<file path="src/rtl/q_8_41_serializer.sv">
//==============================================================================
// Module      : q_8_41_serializer
// Description : Requests decimated words via a one-cycle load pulse, then sends
//               each word MSB-first on a framed serial line and counts frames.
//               Define Q_8_41_SER_PARITY_EN to append an even-parity bit.
// Revision    : 1.0 - initial release
//==============================================================================
`default_nettype none

module q_8_41_serializer #(
    parameter int W = 8
) (
    input  logic         clk,
    input  logic         rst,
    input  logic         avail,
    input  logic [W-1:0] din,
    output logic         load,
    output logic         sout,
    output logic         sframe,
    output logic         busy,
    output logic [15:0]  word_cnt
);

    localparam int              c_CW   = $clog2(W);
    localparam logic [c_CW-1:0] c_LAST = c_CW'(W - 1);

    typedef enum logic [2:0] {
        S_IDLE  = 3'd0,
        S_REQ   = 3'd1,
        S_CAP   = 3'd2,
`ifdef Q_8_41_SER_PARITY_EN
        S_PAR   = 3'd4,
`endif
        S_SHIFT = 3'd3
    } state_t;

    state_t          r_state;
    logic [W-1:0]    r_shift;
    logic [c_CW-1:0] r_bit_cnt;
    logic [15:0]     r_word_cnt;
`ifdef Q_8_41_SER_PARITY_EN
    logic            r_par;
`endif

    always_ff @(posedge clk) begin
        if (rst) begin
            r_state    <= S_IDLE;
            r_shift    <= '0;
            r_bit_cnt  <= '0;
            r_word_cnt <= '0;
`ifdef Q_8_41_SER_PARITY_EN
            r_par      <= 1'b0;
`endif
        end else begin
            case (r_state)
                S_IDLE: begin
                    if (avail) begin
                        r_state <= S_REQ;
                    end
                end
                S_REQ: begin
`ifdef Q_8_41_SER_PARITY_EN
                    r_par   <= 1'b0;
`endif
                    r_state <= S_CAP;
                end
                S_CAP: begin
                    r_shift   <= din;
                    r_bit_cnt <= c_LAST;
                    r_state   <= S_SHIFT;
                end
                S_SHIFT: begin
                    r_shift   <= {r_shift[W-2:0], 1'b0};
                    r_bit_cnt <= r_bit_cnt - c_CW'(1);
`ifdef Q_8_41_SER_PARITY_EN
                    r_par     <= r_par ^ r_shift[W-1];
                    if (r_bit_cnt == '0) begin
                        r_state <= S_PAR;
                    end
`else
                    if (r_bit_cnt == '0) begin
                        r_word_cnt <= r_word_cnt + 16'd1;
                        r_state    <= avail ? S_REQ : S_IDLE;
                    end
`endif
                end
`ifdef Q_8_41_SER_PARITY_EN
                S_PAR: begin
                    r_word_cnt <= r_word_cnt + 16'd1;
                    r_state    <= avail ? S_REQ : S_IDLE;
                end
`endif
                default: begin
                    r_state <= S_IDLE;
                end
            endcase
        end
    end

    // Outputs decode state and registers only; no input reaches an output.
    assign load     = (r_state == S_REQ);
    assign busy     = (r_state != S_IDLE);
    assign word_cnt = r_word_cnt;
`ifdef Q_8_41_SER_PARITY_EN
    assign sframe   = (r_state == S_SHIFT) || (r_state == S_PAR);
    assign sout     = ((r_state == S_SHIFT) && r_shift[W-1]) ||
                      ((r_state == S_PAR) && r_par);
`else
    assign sframe   = (r_state == S_SHIFT);
    assign sout     = (r_state == S_SHIFT) && r_shift[W-1];
`endif

endmodule

`default_nettype wire

</file>
<file path="config.mk">
export PLATFORM = sky130hd
export DESIGN_NAME = q_8_41_serializer
export DESIGN_NICKNAME = d
export VERILOG_FILES = /design/src/rtl/q_8_41_serializer.sv
export SDC_FILE = /design/constraint.sdc
export NUM_CORES = 1
export LEC_CHECK = 0
export ABC_AREA = 1
export ABC_CLOCK_PERIOD_IN_PS = 2900
export BUFFER_PORTS_ARGS = -buffer_cell sky130_fd_sc_hd__buf_4
export CAP_MARGIN = 20
export CELL_PAD_IN_SITES_DETAIL_PLACEMENT = 0
export CELL_PAD_IN_SITES_GLOBAL_PLACEMENT = 1
export CORE_MARGIN = 3
export CORE_UTILIZATION = 42
export CTS_BUF_LIST = sky130_fd_sc_hd__clkbuf_2 sky130_fd_sc_hd__clkbuf_4 sky130_fd_sc_hd__clkbuf_8
export DETAILED_ROUTE_END_ITERATION = 8
export GPL_TIMING_DRIVEN = 0
export PLACE_DENSITY = 0.89
export SYNTH_ARGS = -nofsm -noshare
export SYNTH_HDL_FRONTEND = slang
export SYNTH_SLANG_ARGS = --single-unit
</file>
<file path="constraint.sdc">
create_clock -name clk -period 2.9 [get_ports clk]
set_clock_uncertainty 0.15 [all_clocks]
set_input_delay 0.435 -clock clk [delete_from_list [all_inputs] [get_ports clk]]
set_output_delay 0.435 -clock clk [all_outputs]
set_load 0.02 [all_outputs]
</file>
After elaboration in Yosys (flattened, before gate mapping)
Index checks and enable logic that the tools add are counted.
{ "totals": {"ff_bits": 30, "latchBits": 0, "mem_bits_rw": 0, "mem_bits_ro": 0, "out_inout_bits": 20, "mem_count": 0} }
{ "op_classes": {"n_addsub": 2, "n_mul": 0, "div_mod_pow": 0, "magnitude_cmp": 0, "n_eq_ne": 5, "n_shift": 0, "muxes": 6, "bitwise": 0, "n_reduce_logical": 7} }
{ "ops": {"columns": ["op", "count"], "rows": [
  ["$add A16 B1 Y16 const B", 1],
  ["$pmux W8 S2", 1],
  ["$pmux W3 S4", 1],
  ["$eq A3 B2 Y1 const B", 2],
  ["$logic_not A3 Y1", 2],
  ["$mux W3", 2],
  ["$pmux W3 S2", 1],
  ["$reduce_and A2 Y1", 2],
  ["$eq A3 B1 Y1 const B", 1],
  ["$reduce_bool A3 Y1", 1],
  ["$sub A3 B1 Y3 const B", 1],
  ["$ne A2 B1 Y1 const B", 1],
  ["$ne A2 B2 Y1 const B", 1],
  ["$reduce_bool A2 Y1", 1],
  ["$logic_and A1 B1 Y1", 1],
  ["$mux W1", 1]
]} }

Longest topological paths before layout
{ "depth": {"word_depth": 3, "ltp_mapped": 9, "mapped_depth_nobuf": 9} }

Worst setup path before layout
Ideal clock, no wire load.
{ "synth_path": {"path_type": "register to register", "startpoint": "reg r_state[0]", "endpoint": "reg r_word_cnt[8] (netlist: word_cnt[8])", "arrival_time_ns": 1.463, "required_time_ns": 2.637, "setup_slack_ns": 1.174, "path_stages_with_launch": 8, "path_buffers": 1, "cell_sequence": "dfxtp_1 -> ha_1 -> inv_2 -> nor2_1 -> buf_2 -> nand3_1 -> o21ai_1 -> nor2_1"} }
{ "synth_between": {"elab_chain_cells": 2} }
{ "synth_lines": {"columns": ["item", "line_no", "source"], "rows": [
  ["from (decl)", "37", "state_t r_state;"],
  ["from (signal assigned)", "83", "r_state <= avail ? S_REQ : S_IDLE;"],
  ["$eq A3 B2 Y1", null, null],
  ["net sframe", "19", "output logic sframe,"],
  ["$reduce_and A2 Y1 (no line)", null, null],
  ["to (signal assigned)", "82", "r_word_cnt <= r_word_cnt + 16'd1;"],
  ["to (decl)", "40", "logic [15:0] r_word_cnt;"]
]} }
The timed path passes the listed nets, and every way through them passes these cells.
A chain may end at the register's enable or synchronous reset.

Worst setup path in the final report
{ "layout_path": {"startpoint": "reg r_state[0]", "endpoint": "out sframe"} }
{ "layout_between": {"elab_chain_cells": 1} }
{ "layout_lines": {"columns": ["item", "line_no", "source"], "rows": [
  ["$eq A3 B2 Y1", "109", "assign sframe = (r_state == S_SHIFT);"],
  ["to (decl)", "19", null]
]} }
No other way between the ends.

==> flow_summary_export.csv <==
group,metric,value,unit
placement,port_buffers,30,
finish,seqCellArea,580.6,um2
timing,worst_pin_slew,487.4,ps
power_and_ir_drop,powerDensity,709.0,nW/um2
critical_path,cp-end-kind,"primary output",
grt,grt_usage,17.65,%
routing,first_pass_iters,4,
clock_tree,cts_tree,"yes",
timing,rsz0062_at_grt,"no",
grt,overflow,0,
synth,synth-edff-count,0,
floorplanning,die_area,4325,um2
synth,avgSynthCellArea,6.609,um2
min_path,min_path_type,"in -> reg",
synth,ys_seq_area_share,38.70,%
finish,stdcell_area,1872,um2
critical_path,cpPeakStageDelay,390,ps
critical_path,crit_chain,"ha_1, buf_4",
clock_tree,ctsHoldBuffers,0,
routing,routed_wl,3259,um
routing,initialDrtViolationCount,79,
floorplanning,rows,21,
timing,finalHoldViolCount,0,
synth,synth_simple_gate_area_share,31.53,%
timing,maxSlewViolCount,0,
synth,synth_compound_area_share,11.93,%
clock_tree,cts_setup_buffers,0,
critical_path,cp_max_fo,8,
synth,yosysTopAreaCell,"dfxtp_1",
timing,setup_viol,0,
finish,multi_input_area,760.7,um2
power_and_ir_drop,power.total,1327,uW
clock_tree,cts-root-buf,"clkbuf_4",
critical_path,reg2reg_depth,9,
synth,ys_warn_count,0,
power_and_ir_drop,vdd_drop_max,0.5165,mV
power_and_ir_drop,p_leak,0.0008684,uW
finish,drive_gt1_share,16.98,%
floorplanning,fp.dieW,65.77,um
synth,async_flop_share,0,%
grt,grt_antenna_before_repair,0,
placement,dp_slack,1019,ps
synth,synth_cell_types,21,
critical_path,path_delay_family,"flip-flops",
critical_path,crit_type,"reg -> out",
grt,grt_max_degree,11,
floorplanning,fp.dieH,65.77,um
clock_tree,cts.sink_count,29,
synth,synth_xor_area_share,0.5838,%
finish,fill_cells,361,
timing,setup_tns,0,ps
synth,synthMuxAreaShare,0,%
placement,place.gp.congestion,0.7870,
finish,area_growth,24.77,%
critical_path,path_depth,2,
routing,routedWlPerCell,10.48,um
run,drv_cap,0,
critical_path,start_kind,"flip-flop",
clock_tree,worstSkewPairLatency,330,ps
grt,grt_pass1_vias,1318,
routing,via_per_inst,4.704,
critical_path,worst_ep_required_time,2320,ps
critical_path,cp.arrival,1320,ps
grt,grt_first_pass_wirelength,5802,um
critical_path,r2r_slack,1010,ps
routing,drc,0,
critical_path,critPathBufInv,1,
routing,antenna_left,0,
clock_tree,clkSlewWorstSetupHoldPaths,100,ps
timing,finalWorstSetupSlack,995.0,ps
synth,synth_flop_cell,"dfxtp_1",
min_path,holdPathStages,2,
floorplanning,core_area,3390,um2
clock_tree,htreeDepth,2,
synth,synthAdderAreaFrac,6.672,%
finish,nets,283,
timing,max_freq,0.5249,GHz
clock_tree,cts_buffers,5,
synth,synthTopCellsByArea,"dfxtp_1, nand2_1, nor2_1, inv_1, ha_1",
finish,n_antenna_cell,0,
synth,synthesis.nets,246,
clock_tree,post_cts_resized,0,
timing,finalCritPeriodShare,65.69,%
timing,slew_headroom,67.50,%
synth,synth_top_family_by_area,"simple AND/OR/NAND/NOR gates",
run_status,status,"finished clean",
clock_tree,clockBufferDepth,2,
floorplanning,start_util,44.26,%
routing,via_count,1463,
timing,min_period,1905,ps
critical_path,slowest_stage,"dfxtp_1",
placement,dp_hpwl,2426,um
synth,synth_top_area_share,38.70,%
synth,ys_seq_elements,29,
synth,syn_inst,227,
synth,netlist_area,1500,um2
placement,placed_cell_area,1783,um2
floorplanning,ioPinCount,31,
stage by stage:
| stage | hold WS (ps) | utilization [%] | std cells |
|---|---|---|---|
| after floorplan | 280.2 | - | 227 |
| after global placement | 303.3 | 52.60 | 303 |
| after detailed placement | 300.9 | 52.60 | 303 |
| after CTS | 139.0 | 55.22 | 311 |
| after global routing | 144.8 | 55.22 | 311 |
| final | 146.0 | 55.22 | 311 |
flip-flops by register name, summed over array words and instances, names as in the netlist:
name       cells
r_bit_cnt      3
r_state        2
word_cnt      16
r_shift        8
cells in the mapped netlist, drive strengths merged, types with 3 or more instances:
cell type  number
nand4           4
a21oi          13
nor2           38
ha              8
nand3          19
o21ai          11
inv            37
dfxtp          29
nand2          52
clkbuf          3
o211ai          3
path summary, 6_finish.rpt:
| check | startpoint | to |
|---|---|---|
| setup / recovery | r_state[0]$_SDFFE_PP0P_ | sframe |
| hold / removal | rst | r_bit_cnt[2]$_SDFFE_PP0P_ |
| setup reg to reg | r_state[0]$_SDFFE_PP0P_ | r_shift[5]$_SDFFE_PP0P_ |
| hold reg to reg | r_shift[1]$_SDFFE_PP0P_ | r_shift[1]$_SDFFE_PP0P_ |
layout make-up:
cell class / instances / share of cell area (%)
multi-input combinational: 156 / 40.64
sequential: 29 / 31.02
timing repair buffer: 30 / 12.03
inverter: 37 / 7.420
clock buffer: 7 / 3.142
tap: 46 / 3.075
clock inverter: 1 / 1.604
buffer: 5 / 1.070
power breakdown:
group | internal, uW | leakage [uW] | switching (uW) | total (uW)
clock network | 215 | 0.0000489 | 147 | 362
registers | 463 | 0.000236 | 34.7 | 498
logic | 173 | 0.000584 | 294 | 467
layer usage:
| metal | share of wire (%) | track usage [%] | up-vias |
|---|---|---|---|
| met5 | 0 | 0 | - |
| met1 | 52 | 23.87 | 636 |
| met3 | 4.9 | 4.274 | 7 |
| met2 | 41 | 25.66 | 24 |
| li1 | - | - | 796 |
| met4 | 1.6 | 9.326 | 0 |
layout by cell type, fill, tap and decap left out:
| cell type | netlist | layout |
|---|---|---|
| o21ai_0 | 3 | 3 |
| nand3_1 | 19 | 19 |
| dfxtp_1 | 29 | 29 |
| buf_1 | 1 | 1 |
| nor2_2 | 2 | 2 |
| bufinv_16 | 0 | 1 |
| clkbuf_1 | 3 | 3 |
| nand4_1 | 4 | 4 |
| nor3_1 | 2 | 2 |
| inv_2 | 4 | 4 |
| o21ai_1 | 8 | 8 |
| clkbuf_8 | 0 | 1 |
| o211ai_1 | 3 | 3 |
| a31oi_1 | 1 | 1 |
| nor2_1 | 36 | 36 |
| a21oi_1 | 13 | 13 |
| xor2_1 | 1 | 1 |
| clkbuf_4 | 0 | 6 |
| ha_1 | 8 | 8 |
| nand2_1 | 52 | 52 |
| inv_1 | 33 | 33 |
| o221ai_1 | 2 | 2 |
| buf_4 | 0 | 30 |
| buf_2 | 1 | 1 |
| o22ai_1 | 2 | 2 |
cell families after synthesis:
logic type / count (synthesis)
AND/OR/NAND/NOR: 115
buffers and inverters: 42
AO/OA/AOI/OAI: 32
flip-flops: 29
adder cells (fa/ha/maj): 8
XOR/XNOR: 1
worst register-to-register path: cells and delay by family (launching register included):
family	cells	cell delay, ps
compound gates	2	190
fa+ha+maj	1	190
buf+inv	4	480
flops	1	390
simple gates	2	400
No activity file was read; power rests on OpenSTA's default activity.
